--- src/rtl/shifter_pkg.sv ---
// Shared types for the sequential shift unit.
//   shift_mode_e  : operation selector (LSL, LSR, ASR, ROL)
//   shift_state_e : control FSM states (IDLE, SHIFT, DONE)
package shifter_pkg;

   typedef enum logic [1:0] {
      LSL = 2'd0,
      LSR = 2'd1,
      ASR = 2'd2,
      ROL = 2'd3
   } shift_mode_e;

   typedef enum logic [1:0] {
      IDLE  = 2'd0,
      SHIFT = 2'd1,
      DONE  = 2'd2
   } shift_state_e;

endpackage

--- src/rtl/param_seq_shifter_shift_stage.sv ---
// shift_stage: combinational single step of the sequential shifter.
// Shifts value by s bits (0..WIDTH) according to mode.
// Ports:
//   value  in  WIDTH  operand for this step
//   s      in  CNT_W  distance for this step
//   mode   in  2      shift_mode_e
//   result out WIDTH  shifted value
//   carry  out 1      last bit moved out (ROL: last bit wrapped); 0 when s=0
module shift_stage
   import shifter_pkg::*;
#(
   parameter int WIDTH = 32,
   parameter int CNT_W = $clog2(WIDTH) + 1
) (
   input  logic [WIDTH-1:0] value,
   input  logic [CNT_W-1:0] s,
   input  shift_mode_e      mode,
   output logic [WIDTH-1:0] result,
   output logic             carry
);

   // Left shifts run in a double-width window: the upper half collects the
   // bits pushed past the MSB, so bit WIDTH is always the last one out and
   // the upper half is exactly what a rotate wraps back to the LSB.
   logic [2*WIDTH-1:0] left_win;
   // Right shifts use fill bits above and one guard bit below the operand;
   // the guard bit ends up holding the last bit shifted out.
   logic [2*WIDTH:0]   right_win;
   logic [WIDTH-1:0]   fill;

   always_comb begin
      fill      = (mode == ASR) ? {WIDTH{value[WIDTH-1]}} : '0;
      left_win  = {{WIDTH{1'b0}}, value} << s;
      right_win = {fill, value, 1'b0} >> s;
      result    = '0;
      carry     = 1'b0;
      case (mode)
         LSL: begin
            result = left_win[WIDTH-1:0];
            carry  = left_win[WIDTH];
         end
         ROL: begin
            result = left_win[WIDTH-1:0] | left_win[2*WIDTH-1:WIDTH];
            carry  = left_win[WIDTH];
         end
         default: begin
            result = right_win[WIDTH:1];
            carry  = right_win[0];
         end
      endcase
   end

endmodule

--- src/rtl/param_seq_shifter.sv ---
// param_seq_shifter: multi-cycle shift unit, STEP bits per clock.
// Ports:
//   clk       in  1      rising-edge clock
//   reset     in  1      asynchronous active-high reset
//   start     in  1      request, accepted in IDLE or DONE
//   mode      in  2      shift_mode_e
//   amount    in  CNT_W  total shift distance (clamped to WIDTH)
//   data_in   in  WIDTH  operand captured on accepted start
//   busy      out 1      high in SHIFT and DONE
//   done      out 1      result final during this cycle
//   data_out  out WIDTH  working register
//   carry_out out 1      last bit shifted out / wrapped
module param_seq_shifter
   import shifter_pkg::*;
#(
   parameter  int WIDTH = 32,
   parameter  int STEP  = 1,
   localparam int CNT_W = $clog2(WIDTH) + 1
) (
   input  logic             clk,
   input  logic             reset,
   input  logic             start,
   input  shift_mode_e      mode,
   input  logic [CNT_W-1:0] amount,
   input  logic [WIDTH-1:0] data_in,
   output logic             busy,
   output logic             done,
   output logic [WIDTH-1:0] data_out,
   output logic             carry_out
);

   localparam logic [CNT_W-1:0] WIDTH_C = CNT_W'(WIDTH);
   localparam logic [CNT_W-1:0] STEP_C  = CNT_W'(STEP);

   shift_state_e     state, state_next;
   shift_mode_e      mode_reg;
   logic [WIDTH-1:0] data_reg;
   logic             carry_reg;
   logic [CNT_W-1:0] rem;

   logic             accept;
   logic [CNT_W-1:0] amount_clamped;
   logic [CNT_W-1:0] step_s;
   logic [WIDTH-1:0] stage_result;
   logic             stage_carry;

   assign accept         = start && ((state == IDLE) || (state == DONE));
   // Clamping to WIDTH makes over-long rotates an identity and over-long
   // logical/arithmetic shifts saturate to zeros/sign bits.
   assign amount_clamped = (amount > WIDTH_C) ? WIDTH_C : amount;
   assign step_s         = (rem < STEP_C) ? rem : STEP_C;

   shift_stage #(
      .WIDTH (WIDTH),
      .CNT_W (CNT_W)
   ) u_stage (
      .value  (data_reg),
      .s      (step_s),
      .mode   (mode_reg),
      .result (stage_result),
      .carry  (stage_carry)
   );

   always_ff @(posedge clk or posedge reset) begin
      if (reset) begin
         state <= IDLE;
      end else begin
         state <= state_next;
      end
   end

   always_comb begin
      state_next = state;
      case (state)
         IDLE, DONE: begin
            if (accept) begin
               state_next = (amount_clamped == '0) ? DONE : SHIFT;
            end else begin
               state_next = IDLE;
            end
         end
         SHIFT: begin
            if (rem == step_s) begin
               state_next = DONE;
            end
         end
         default: state_next = IDLE;
      endcase
   end

   always_ff @(posedge clk or posedge reset) begin
      if (reset) begin
         data_reg  <= '0;
         carry_reg <= 1'b0;
         mode_reg  <= LSL;
         rem       <= '0;
      end else if (accept) begin
         data_reg  <= data_in;
         carry_reg <= 1'b0;
         mode_reg  <= mode;
         rem       <= amount_clamped;
      end else if (state == SHIFT) begin
         data_reg  <= stage_result;
         carry_reg <= stage_carry;
         rem       <= rem - step_s;
      end
   end

   assign busy      = (state == SHIFT) || (state == DONE);
   assign done      = (state == DONE);
   assign data_out  = data_reg;
   assign carry_out = carry_reg;

endmodule

--- config.mk ---
export PLATFORM = sky130hd
export DESIGN_NAME = param_seq_shifter
export DESIGN_NICKNAME = d
export VERILOG_FILES = /design/src/rtl/shifter_pkg.sv /design/src/rtl/param_seq_shifter_shift_stage.sv /design/src/rtl/param_seq_shifter.sv
export SDC_FILE = /design/constraint.sdc
export NUM_CORES = 1
export LEC_CHECK = 0
export ABC_AREA = 1
export CELL_PAD_IN_SITES_DETAIL_PLACEMENT = 1
export CELL_PAD_IN_SITES_GLOBAL_PLACEMENT = 2
export CORE_MARGIN = 2
export CORE_UTILIZATION = 24
export DETAILED_ROUTE_END_ITERATION = 10
export PLACE_DENSITY = 0.76
export SLEW_MARGIN = 40
export SYNTH_ARGS = -nofsm -noshare
export SYNTH_HDL_FRONTEND = slang
export SYNTH_SLANG_ARGS = --single-unit
--- constraint.sdc ---
create_clock -name clk -period 1.55 [get_ports clk]
set_input_delay 0.31 -clock clk [delete_from_list [all_inputs] [get_ports clk]]
set_output_delay 0.31 -clock clk [all_outputs]
set_load 0.01 [all_outputs]
==> flow_summary.json, run 1 <==
{
  "met1_length_um": 5357,
  "syn_to_final_growth_pct": 75.67,
  "ys_seq_area_share_pct": 35.83,
  "syn_nets": 494,
  "gp_congestion": 0.8255,
  "clk_path_buf_depth": 2,
  "synth_area_sq_um": 3003,
  "num_vias": 3525,
  "post-route-period-util_pct": 110.7,
  "htree_num_levels": 2,
  "slew_headroom_pct": 79.67,
  "first_pass_iters": 4,
  "yosys_most_used_dff": "dfrtp_1",
  "antenna_found_initial": 0,
  "detail-route-antenna-nets": 0,
  "setup_slack_ns": -0.1666,
  "leakage_nw": 2.669,
  "synth_area_per_cell_sq_um": 6.779,
  "synth_area_leader_cell": "dfrtp_1",
  "ios": 78,
  "rows": 40,
  "design_power_total_mw": 11.34,
  "post_drt_wl_per_cell_um": 15.75,
  "drv_slew": 0,
  "fp.dieH_um": 115.9,
  "cp_slowest_cell": "dfrtp_1",
  "die_w_um": 115.9,
  "final-setup-viol-count": 37,
  "antennaDiodeCount": 0,
  "synth_edf_count": 0,
  "syn_inst": 443,
  "peakVddDrop_mv": 0.8506,
  "yosys-top-cells-count": "167 x nand2_1, 43 x dfrtp_1, 33 x nor2_1, 33 x o21ai_0, 31 x inv_1",
  "skew_ns": 0.007033,
  "grt_pass1_vias": 3593,
  "final_nets": 636,
  "power_density_nw_per_um2": 2150,
  "synth_most_common_cell": "nand2_1",
  "core_region_area_sq_um": 12110,
  "violations": "negative setup slack",
  "top_layer_used": "met4",
  "end_kind": "flip-flop",
  "fmax_mhz": 582.6,
  "route.met3.wl_um": 400,
  "grt_max_degree": 44,
  "crit_type": "flip-flop to flip-flop",
  "io_buffer_count": 77,
  "netlist.area_leader.share_pct": 35.83,
  "clk_latency_ns": 0.29,
  "cp_max_fo": 5,
  "arrival_ns": 1.95,
  "drt-total-wl_um": 11880,
  "vias_per_cell": 4.675,
  "utilization_pct": 43.55,
  "dr_wl_met2_um": 6033,
  "start_util_pct": 24.79,
  "cp.required_ns": 1.78,
  "drtIter0Drc": 140,
  "cap_violations": 0,
  "max_slew.worst_pin.slew_ns": 0.3018,
  "cts_made_buffers": 5,
  "crit_family": "simple AND/OR/NAND/NOR gates",
  "synth-async-reset-ratio_pct": 100.0,
  "clock_sinks": 43,
  "path_clk_slew_ns": 0.07,
  "critPathLaunchType": "flip-flop",
  "synth.area.top_cells": "dfrtp_1 36%, nand2_1 21%, o21ai_0 5.5%",
  "root_buffer": "clkbuf_16",
  "post-dp-hpwl_um": 7902,
  "die-area_sq_um": 13420,
  "min_period_ns": 1.717,
  "route.detailed.drc": 0,
  "synth_cell_type_count": 29,
  "yosys_warnings": 0,
  "grt_pass1_wl_um": 18370,
  "largest_register_ffs": 32,
  "fin_hold_ws_ns": 0.3772,
  "drive_above_1_share_pct": 34.30,
  "cp_cell_sequence": "buf_6, ha_4, buf_4, o21ai_4, nand2_4, nor2_8, inv_4, o21ai_2, nor2_1, nand2_1",
  "rsz0062_at_grt": "true",
  "cts_tree": "yes",
  "hp-class": "input port to async pin",
  "critPathBufInv": 3,
  "ys_ff_latch": 43,
  "track_usage_pct": 17.45,
  "status": "finished with violations",
  "grt_overflow": 0,
  "max_stage_delay_ns": 0.40,
  "hold_viol_final": 0
}
==> stage by stage <==
stage	instance area, sq um	TNS [ns]	cells	setup WS (ns)
after global routing	5275	-6.803	754	-0.2614
after global placement	4324	-9.042	718	-0.2967
after floorplan	3043	-0.05802	443	-0.008069
after CTS	4810	-2.956	741	-0.1416
after detailed placement	4324	-10.55	718	-0.3690
final	5275	-3.595	754	-0.1666
==> final cells by class <==
| class | count | area, sq um |
|---|---|---|
| fill | 1457 | 6837 |
| multi-input combinational | 343 | 2118 |
| timing repair buffer | 152 | 1550 |
| sequential | 43 | 1079 |
| tap | 168 | 210.2 |
| inverter | 39 | 168.9 |
| clock buffer | 6 | 128.9 |
| clock inverter | 2 | 12.51 |
| timing repair inverter | 1 | 7.507 |
==> layout by cell type, fill, tap and decap left out, types with 8 or more instances in the layout <==
cell,count
a21oi_1,11
a21oi_2,8
a22oi_2,9
buf_4,51
buf_6,13
clkdlybuf4s50_1,54
dfrtp_1,41
dlygate4sd2_1,10
dlymetal6s2s_1,11
inv_1,26
inv_2,8
nand2_1,138
nand2_2,29
nand2_4,14
nand3_1,9
nor2_1,23
nor2_4,11
o211ai_1,13
o21ai_0,17
o21ai_1,18
o21ai_2,13
==> tightest hold or removal path, stage by stage <==
cell	delay, ns
clkdlybuf4s50_1	0.40
clkinv_1	0.07
buf_12	0.26
==> path summary, 6_finish.rpt <==
check                             startpoint            to  slack [ns]  cells after the start
worst min-delay path                   reset  data_out[11]        0.38                      3
min in group clk                data_out[26]  data_out[26]        0.53                      2
worst max register to register      state[1]  data_out[28]       -0.17                     10
worst min register to register  data_out[26]  data_out[26]        0.53                      2
worst max-delay path                state[1]  data_out[28]       -0.17                     10
max in group asynchronous              reset  data_out[31]        0.93                      3
==> cells by family (layout without fill, tap and decap cells) <==
group	after synthesis	after routing	synth area share [%]
AOI/OAI and AO/OA	93	93	17.63
xor gates and xnor gates	1	1	0.2917
adders and majority gates	8	8	3.333
buffers and inverters	58	200	9.291
DFF	43	43	35.83
and+or+nand+nor	240	241	33.63
==> layer usage <==
metal  vias up  track usage [%]
li1       1725                -
met1      1728            23.46
met2        63            30.37
met3         9            2.667
met4         0            2.460
met5         -                0
==> timing repair <==
action	CTS	global route
hold buffers	0	0
resized for setup	85	92
cloned	4	2
pin swaps	23	36
buffers inserted	14	11
endpoints found under the setup margin	59	55
==> where the power goes <==
| group | internal (mW) | total, mW | switching (mW) | leakage (nW) |
|---|---|---|---|---|
| Sequential | 1.63 | 2.05 | 0.424 | 0.546 |
| Clock | 0.597 | 1.07 | 0.475 | 0.0669 |
| Combinational | 3.71 | 8.22 | 4.51 | 2.06 |
| Total | 5.93 | 11.3 | 5.41 | 2.67 |
Note: power is estimated with default switching activity, not from simulation.
==> inputs of run 2 (changes only) <==
--- a/config.mk
+++ b/config.mk
@@ -11,7 +11,8 @@
 export CORE_MARGIN = 2
 export CORE_UTILIZATION = 24
 export DETAILED_ROUTE_END_ITERATION = 10
-export PLACE_DENSITY = 0.76
+export PLACE_DENSITY_LB_ADDON = 0.1
+export SKIP_LAST_GASP = 1
 export SLEW_MARGIN = 40
 export SYNTH_ARGS = -nofsm -noshare
 export SYNTH_HDL_FRONTEND = slang
==> flow_summary.json, run 2 (same netlist as run 1, synthesis figures left out) <==
{
  "num_vias": 3471,
  "htree_num_levels": 2,
  "violations": "negative setup slack",
  "end_kind": "flip-flop",
  "detail-route-antenna-nets": 0,
  "fillers": 1496,
  "utilization_pct": 43.40,
  "vias_per_cell": 4.555,
  "fp.dieH_um": 115.9,
  "design_power_total_mw": 11.33,
  "seqPwrFrac_pct": 17.8,
  "rsz0062_at_grt": "true",
  "clock_sinks": 43,
  "min_period_ns": 1.743,
  "cp_cell_sequence": "inv_4, buf_6, ha_4, buf_4, o21ai_4, nand2_8, nor2_8, buf_8, nand2_1, nand2_1",
  "arrival_ns": 1.98,
  "cp.required_ns": 1.78,
  "skew_ns": 0.006172,
  "setup_slack_ns": -0.1928,
  "peakVddDrop_mv": 0.7678,
  "clk_latency_ns": 0.29,
  "die-area_sq_um": 13420,
  "r2r_start": "state[0]",
  "antennaDiodeCount": 0,
  "clk_path_buf_depth": 2,
  "cap_violations": 0,
  "track_usage_pct": 18.10,
  "pwr-share-clk_pct": 9.6,
  "drive_above_1_share_pct": 33.50,
  "reg2reg_to": "data_out[6]",
  "grt_overflow": 0,
  "max_stage_delay_ns": 0.39,
  "intPower_mw": 6.013,
  "crit_top_cell": "nand2_1",
  "crit_family": "buffers and inverters",
  "critPathLaunchType": "flip-flop",
  "path_clk_slew_ns": 0.07,
  "io_buffer_count": 77,
  "drt-total-wl_um": 12060,
  "antenna_found_initial": 0,
  "first_pass_iters": 4,
  "root_buffer": "clkbuf_16",
  "leakage_nw": 2.596,
  "cts_tree": "yes",
  "grt_pass1_wl_um": 18680,
  "fmax_mhz": 573.8,
  "drv_slew": 0,
  "post-route-period-util_pct": 112.4,
  "slew_headroom_pct": 82.04,
  "p_comb_share_pct": 72.6,
  "cp_max_fo": 8,
  "hp-class": "input port to async pin",
  "final-setup-viol-count": 40,
  "rows": 40,
  "grt_max_degree": 44,
  "reg2reg_depth": 10,
  "final_cell_mix": "139 x nand2_1, 61 x clkdlybuf4s50_1, 61 x buf_4",
  "post_drt_wl_per_cell_um": 15.83,
  "hold_viol_final": 0,
  "setup_tns_ns": -5.078,
  "switching_share_pct": 46.91,
  "final_common_cell": "nand2_1",
  "drtIter0Drc": 144,
  "multiInputGateArea_sq_um": 2026,
  "switching_power_mw": 5.313,
  "reg2reg_slack_ns": -0.19,
  "largest_register_ffs": 32,
  "seq_area_sq_um": 1081,
  "critPathBufInv": 4,
  "crit_type": "flip-flop to flip-flop",
  "ctsHoldBuffers": 0,
  "route.detailed.drc": 0,
  "cts_made_buffers": 5,
  "path_depth": 10,
  "post-dp-hpwl_um": 8250,
  "power_density_nw_per_um2": 2155,
  "ios": 78,
  "max_slew.worst_pin.slew_ns": 0.2694,
  "final_nets": 644,
  "cp_slowest_cell": "dfrtp_1",
  "gp_congestion": 0.8059,
  "syn_to_final_growth_pct": 75.04,
  "grt_pass1_vias": 3597,
  "start_util_pct": 24.79,
  "core_region_area_sq_um": 12110,
  "status": "finished with violations",
  "die_w_um": 115.9
}
run 2: changes by cell type in the layout (fill, tap and decap cells not counted), moves of 4 or more:
cell,change
dlymetal6s2s_1,-4
nand2_4,-5
buf_4,+10
clkdlybuf4s50_1,+7
buf_8,+4
buf_6,-4
run 2: how the worst max path moves through the flow:
| stage | end | startpoint |
|---|---|---|
| final | data_out[6] | state[0] |
| after detailed placement | data_out[30] | start |
| after global routing | data_out[30] | state[0] |
| after floorplan | data_out[1] | state[1] |
| after CTS | data_out[6] | state[0] |
| after global placement | data_out[14] | start |
run 2: cell type report:
type,count,area share [%]
clock buffer,6,2.452
tap,168,3.999
sequential,43,20.57
timing repair buffer,161,30.71
inverter,39,3.499
multi-input combinational,343,38.54
clock inverter,2,0.2380
run 2: timing repair:
item                                   CTS  global route
endpoints found under the hold margin    0             0
resized for setup                       63            97
cloned                                   3             2
setup endpoints to repair               59            50
buffers inserted                        25             2
pin swaps                               19            32
run 2: power by group through the flow:
| stage | clock [mW] | sequential [mW] | combinational [mW] |
|---|---|---|---|
| after floorplan | 0 | 2.17 | 3.49 |
| after global placement | 0 | 2.10 | 6.37 |
| after detailed placement | 0 | 2.11 | 6.47 |
| after CTS | 1.13 | 2.00 | 7.53 |
| after global routing | 1.16 | 2.08 | 9.02 |
| final | 1.08 | 2.02 | 8.22 |
run 2: through the flow:
| stage | instances | setup WS [ns] | hold slack [ns] | instance area (sq um) |
|---|---|---|---|---|
| finish | 762 | -0.1928 | 0.3698 | 5256 |
| global route | 762 | -0.2624 | 0.4058 | 5256 |
| CTS | 758 | -0.2074 | 0.3949 | 4900 |
| detailed placement | 722 | -0.3634 | 0.4947 | 4354 |
| global placement | 722 | -0.3289 | 0.4899 | 4354 |
| floorplan | 443 | -0.008069 | 0.4266 | 3043 |
run 2: worst reg2reg max path, cell delays in order, from the launching register on:
cell	delay [ns]
dfrtp_1	0.39
inv_4	0.06
buf_6	0.12
ha_4	0.16
buf_4	0.13
o21ai_4	0.21
nand2_8	0.14
nor2_8	0.18
buf_8	0.16
nand2_1	0.07
nand2_1	0.08
run 2: metal layers:
| metal | up-vias | wire length, um | track usage [%] |
|---|---|---|---|
| li1 | 1735 | - | - |
| met1 | 1669 | 5756 | 24.49 |
| met2 | 60 | 5844 | 31.03 |
| met3 | 7 | 361 | 2.510 |
| met4 | 0 | 98 | 3.571 |
| met5 | - | 0 | 0 |
==> inputs of run 3 (changes only) <==
--- a/config.mk
+++ b/config.mk
@@ -8,7 +8,7 @@
 export ABC_AREA = 1
 export CELL_PAD_IN_SITES_DETAIL_PLACEMENT = 1
 export CELL_PAD_IN_SITES_GLOBAL_PLACEMENT = 2
-export CORE_MARGIN = 2
+export CORE_MARGIN = 1.5
 export CORE_UTILIZATION = 24
 export DETAILED_ROUTE_END_ITERATION = 10
 export PLACE_DENSITY_LB_ADDON = 0.1
==> flow_summary.json, run 3 (same netlist as run 1, synthesis figures left out) <==
{
  "antenna_found_initial": 0,
  "post-dp-hpwl_um": 8191,
  "rows": 40,
  "dpl-instance-area_sq_um": 4429,
  "fillers": 1503,
  "drv_slew": 0,
  "start_util_pct": 24.79,
  "drt-total-wl_um": 11980,
  "io_buffer_count": 77,
  "final_common_cell": "nand2_1",
  "vias_per_cell": 4.519,
  "core_region_area_sq_um": 12110,
  "min_period_ns": 1.670,
  "seq_area_sq_um": 1077,
  "ctsHoldBuffers": 0,
  "clock_sinks": 43,
  "num_vias": 3480,
  "drtIter0Drc": 58,
  "critPathLaunchType": "flip-flop",
  "cp.required_ns": 1.75,
  "post_drt_wl_per_cell_um": 15.56,
  "grt_pass1_vias": 3692,
  "gp_congestion": 0.7794,
  "syn_to_final_growth_pct": 77.29,
  "fmax_mhz": 598.7,
  "antennaDiodeCount": 0,
  "final_cell_mix": "143 x nand2_1, 63 x buf_4, 60 x clkdlybuf4s50_1",
  "slew_headroom_pct": 81.56,
  "fp.dieH_um": 114.9,
  "leakage_nw": 2.623,
  "utilization_pct": 43.96,
  "instances_no_fill": 770,
  "place_inst": 727,
  "ios": 78,
  "fin_area_sq_um": 5324,
  "power_density_nw_per_um2": 2169,
  "setup_slack_ns": -0.1204,
  "violations": "negative setup slack",
  "peakVddDrop_mv": 1.042,
  "grt_overflow": 0,
  "grt_pass1_wl_um": 18840,
  "placement.setup.worst_slack_ns": -0.3844,
  "track_usage_pct": 18.61,
  "skew_ns": 0.004403,
  "status": "finished with violations",
  "drive_above_1_share_pct": 32.39,
  "largest_register_ffs": 32,
  "rsz0062_at_grt": "true",
  "multiInputGateArea_sq_um": 1992,
  "cts_tree": "yes",
  "clk_latency_ns": 0.31,
  "first_pass_iters": 4,
  "die_w_um": 114.9,
  "hp-class": "input port to async pin",
  "grt_max_degree": 44,
  "final_nets": 652,
  "cp_max_fo": 8,
  "path_clk_slew_ns": 0.07,
  "arrival_ns": 1.87,
  "max_slew.worst_pin.slew_ns": 0.2765,
  "cts_made_buffers": 5,
  "cap_violations": 0,
  "post-route-period-util_pct": 107.8,
  "die-area_sq_um": 13190,
  "root_buffer": "clkbuf_16",
  "crit_type": "flip-flop to flip-flop",
  "end_kind": "flip-flop",
  "clk_path_buf_depth": 2,
  "route.detailed.drc": 0,
  "htree_num_levels": 2,
  "hold_viol_final": 0,
  "detail-route-antenna-nets": 0,
  "final-setup-viol-count": 34
}
-- run 3: cell count changes in the layout (fill, tap and decap cells not counted), moves of 3 or more --
cell,before,now
buf_8,4,0
dfrtp_2,4,1
nand2_1,139,143
o21ai_2,10,4
nand2_4,9,6
nand3_1,9,12
nor2_1,26,23
o21ai_1,21,25
buf_12,6,10
buf_6,9,16
dfrtp_1,39,42
nand3_2,4,1
-- run 3: cell type report --
type                    count  share of cell area (%)
multi-input cells         343                   37.41
repair buffers            169                   32.29
flip-flops and latches     43                   20.23
well taps                 168                   3.948
inverters                  39                   3.173
clock buffers               8                   2.938
-- run 3: metrics by stage --
step,TNS [ns],hold WS [ns],total power [mW]
floorplan,-0.05802,0.4266,5.655
global placement,-9.680,0.5073,8.615
detailed placement,-11.29,0.5076,8.734
CTS,-3.111,0.3782,10.77
global route,-5.880,0.4235,12.48
finish,-2.675,0.3577,11.55
-- run 3: layer usage --
| layer | global-route usage (%) | part of all wire [%] | vias to the layer above |
|---|---|---|---|
| met4 | 6.173 | 1.9 | 0 |
| met5 | 0 | 0 | - |
| met3 | 2.478 | 2.8 | 11 |
| met1 | 23.88 | 47 | 1670 |
| met2 | 32.30 | 48 | 51 |
| li1 | - | - | 1748 |
-- run 3: report_power, final --
| part | internal [mW] | switching (mW) |
|---|---|---|
| sequential | 1.62 | 0.363 |
| clock | 0.689 | 0.510 |
| combinational | 3.97 | 4.40 |
-- run 3: timing repair --
| action | CTS | global route |
|---|---|---|
| gates cloned | 2 | 3 |
| resized for setup | 63 | 79 |
| pin swaps | 23 | 32 |
| setup buffers | 20 | 12 |
| endpoints found under the setup margin | 60 | 49 |
-- run 3: final timing paths --
path	startpoint	end	slack, ns	depth (start not counted)
worst max-delay path	state[1]	data_out[8]	-0.12	12
min in group clk	data_out[28]	data_out[28]	0.52	2
worst min register to register	data_out[28]	data_out[28]	0.52	2
worst min-delay path	reset	data_out[15]	0.36	3
worst max register to register	state[1]	data_out[8]	-0.12	12
max in group asynchronous	reset	data_out[5]	0.94	3
-- run 3: worst max-delay path: stages (launching register included) --
cell	delay, ns
dfrtp_1	0.40
buf_6	0.13
ha_4	0.16
nor2_4	0.10
nor2_4	0.05
buf_6	0.11
nand2_4	0.08
inv_8	0.06
buf_12	0.15
nand2_2	0.05
o21ai_1	0.06
a21oi_1	0.14
nand2_1	0.08
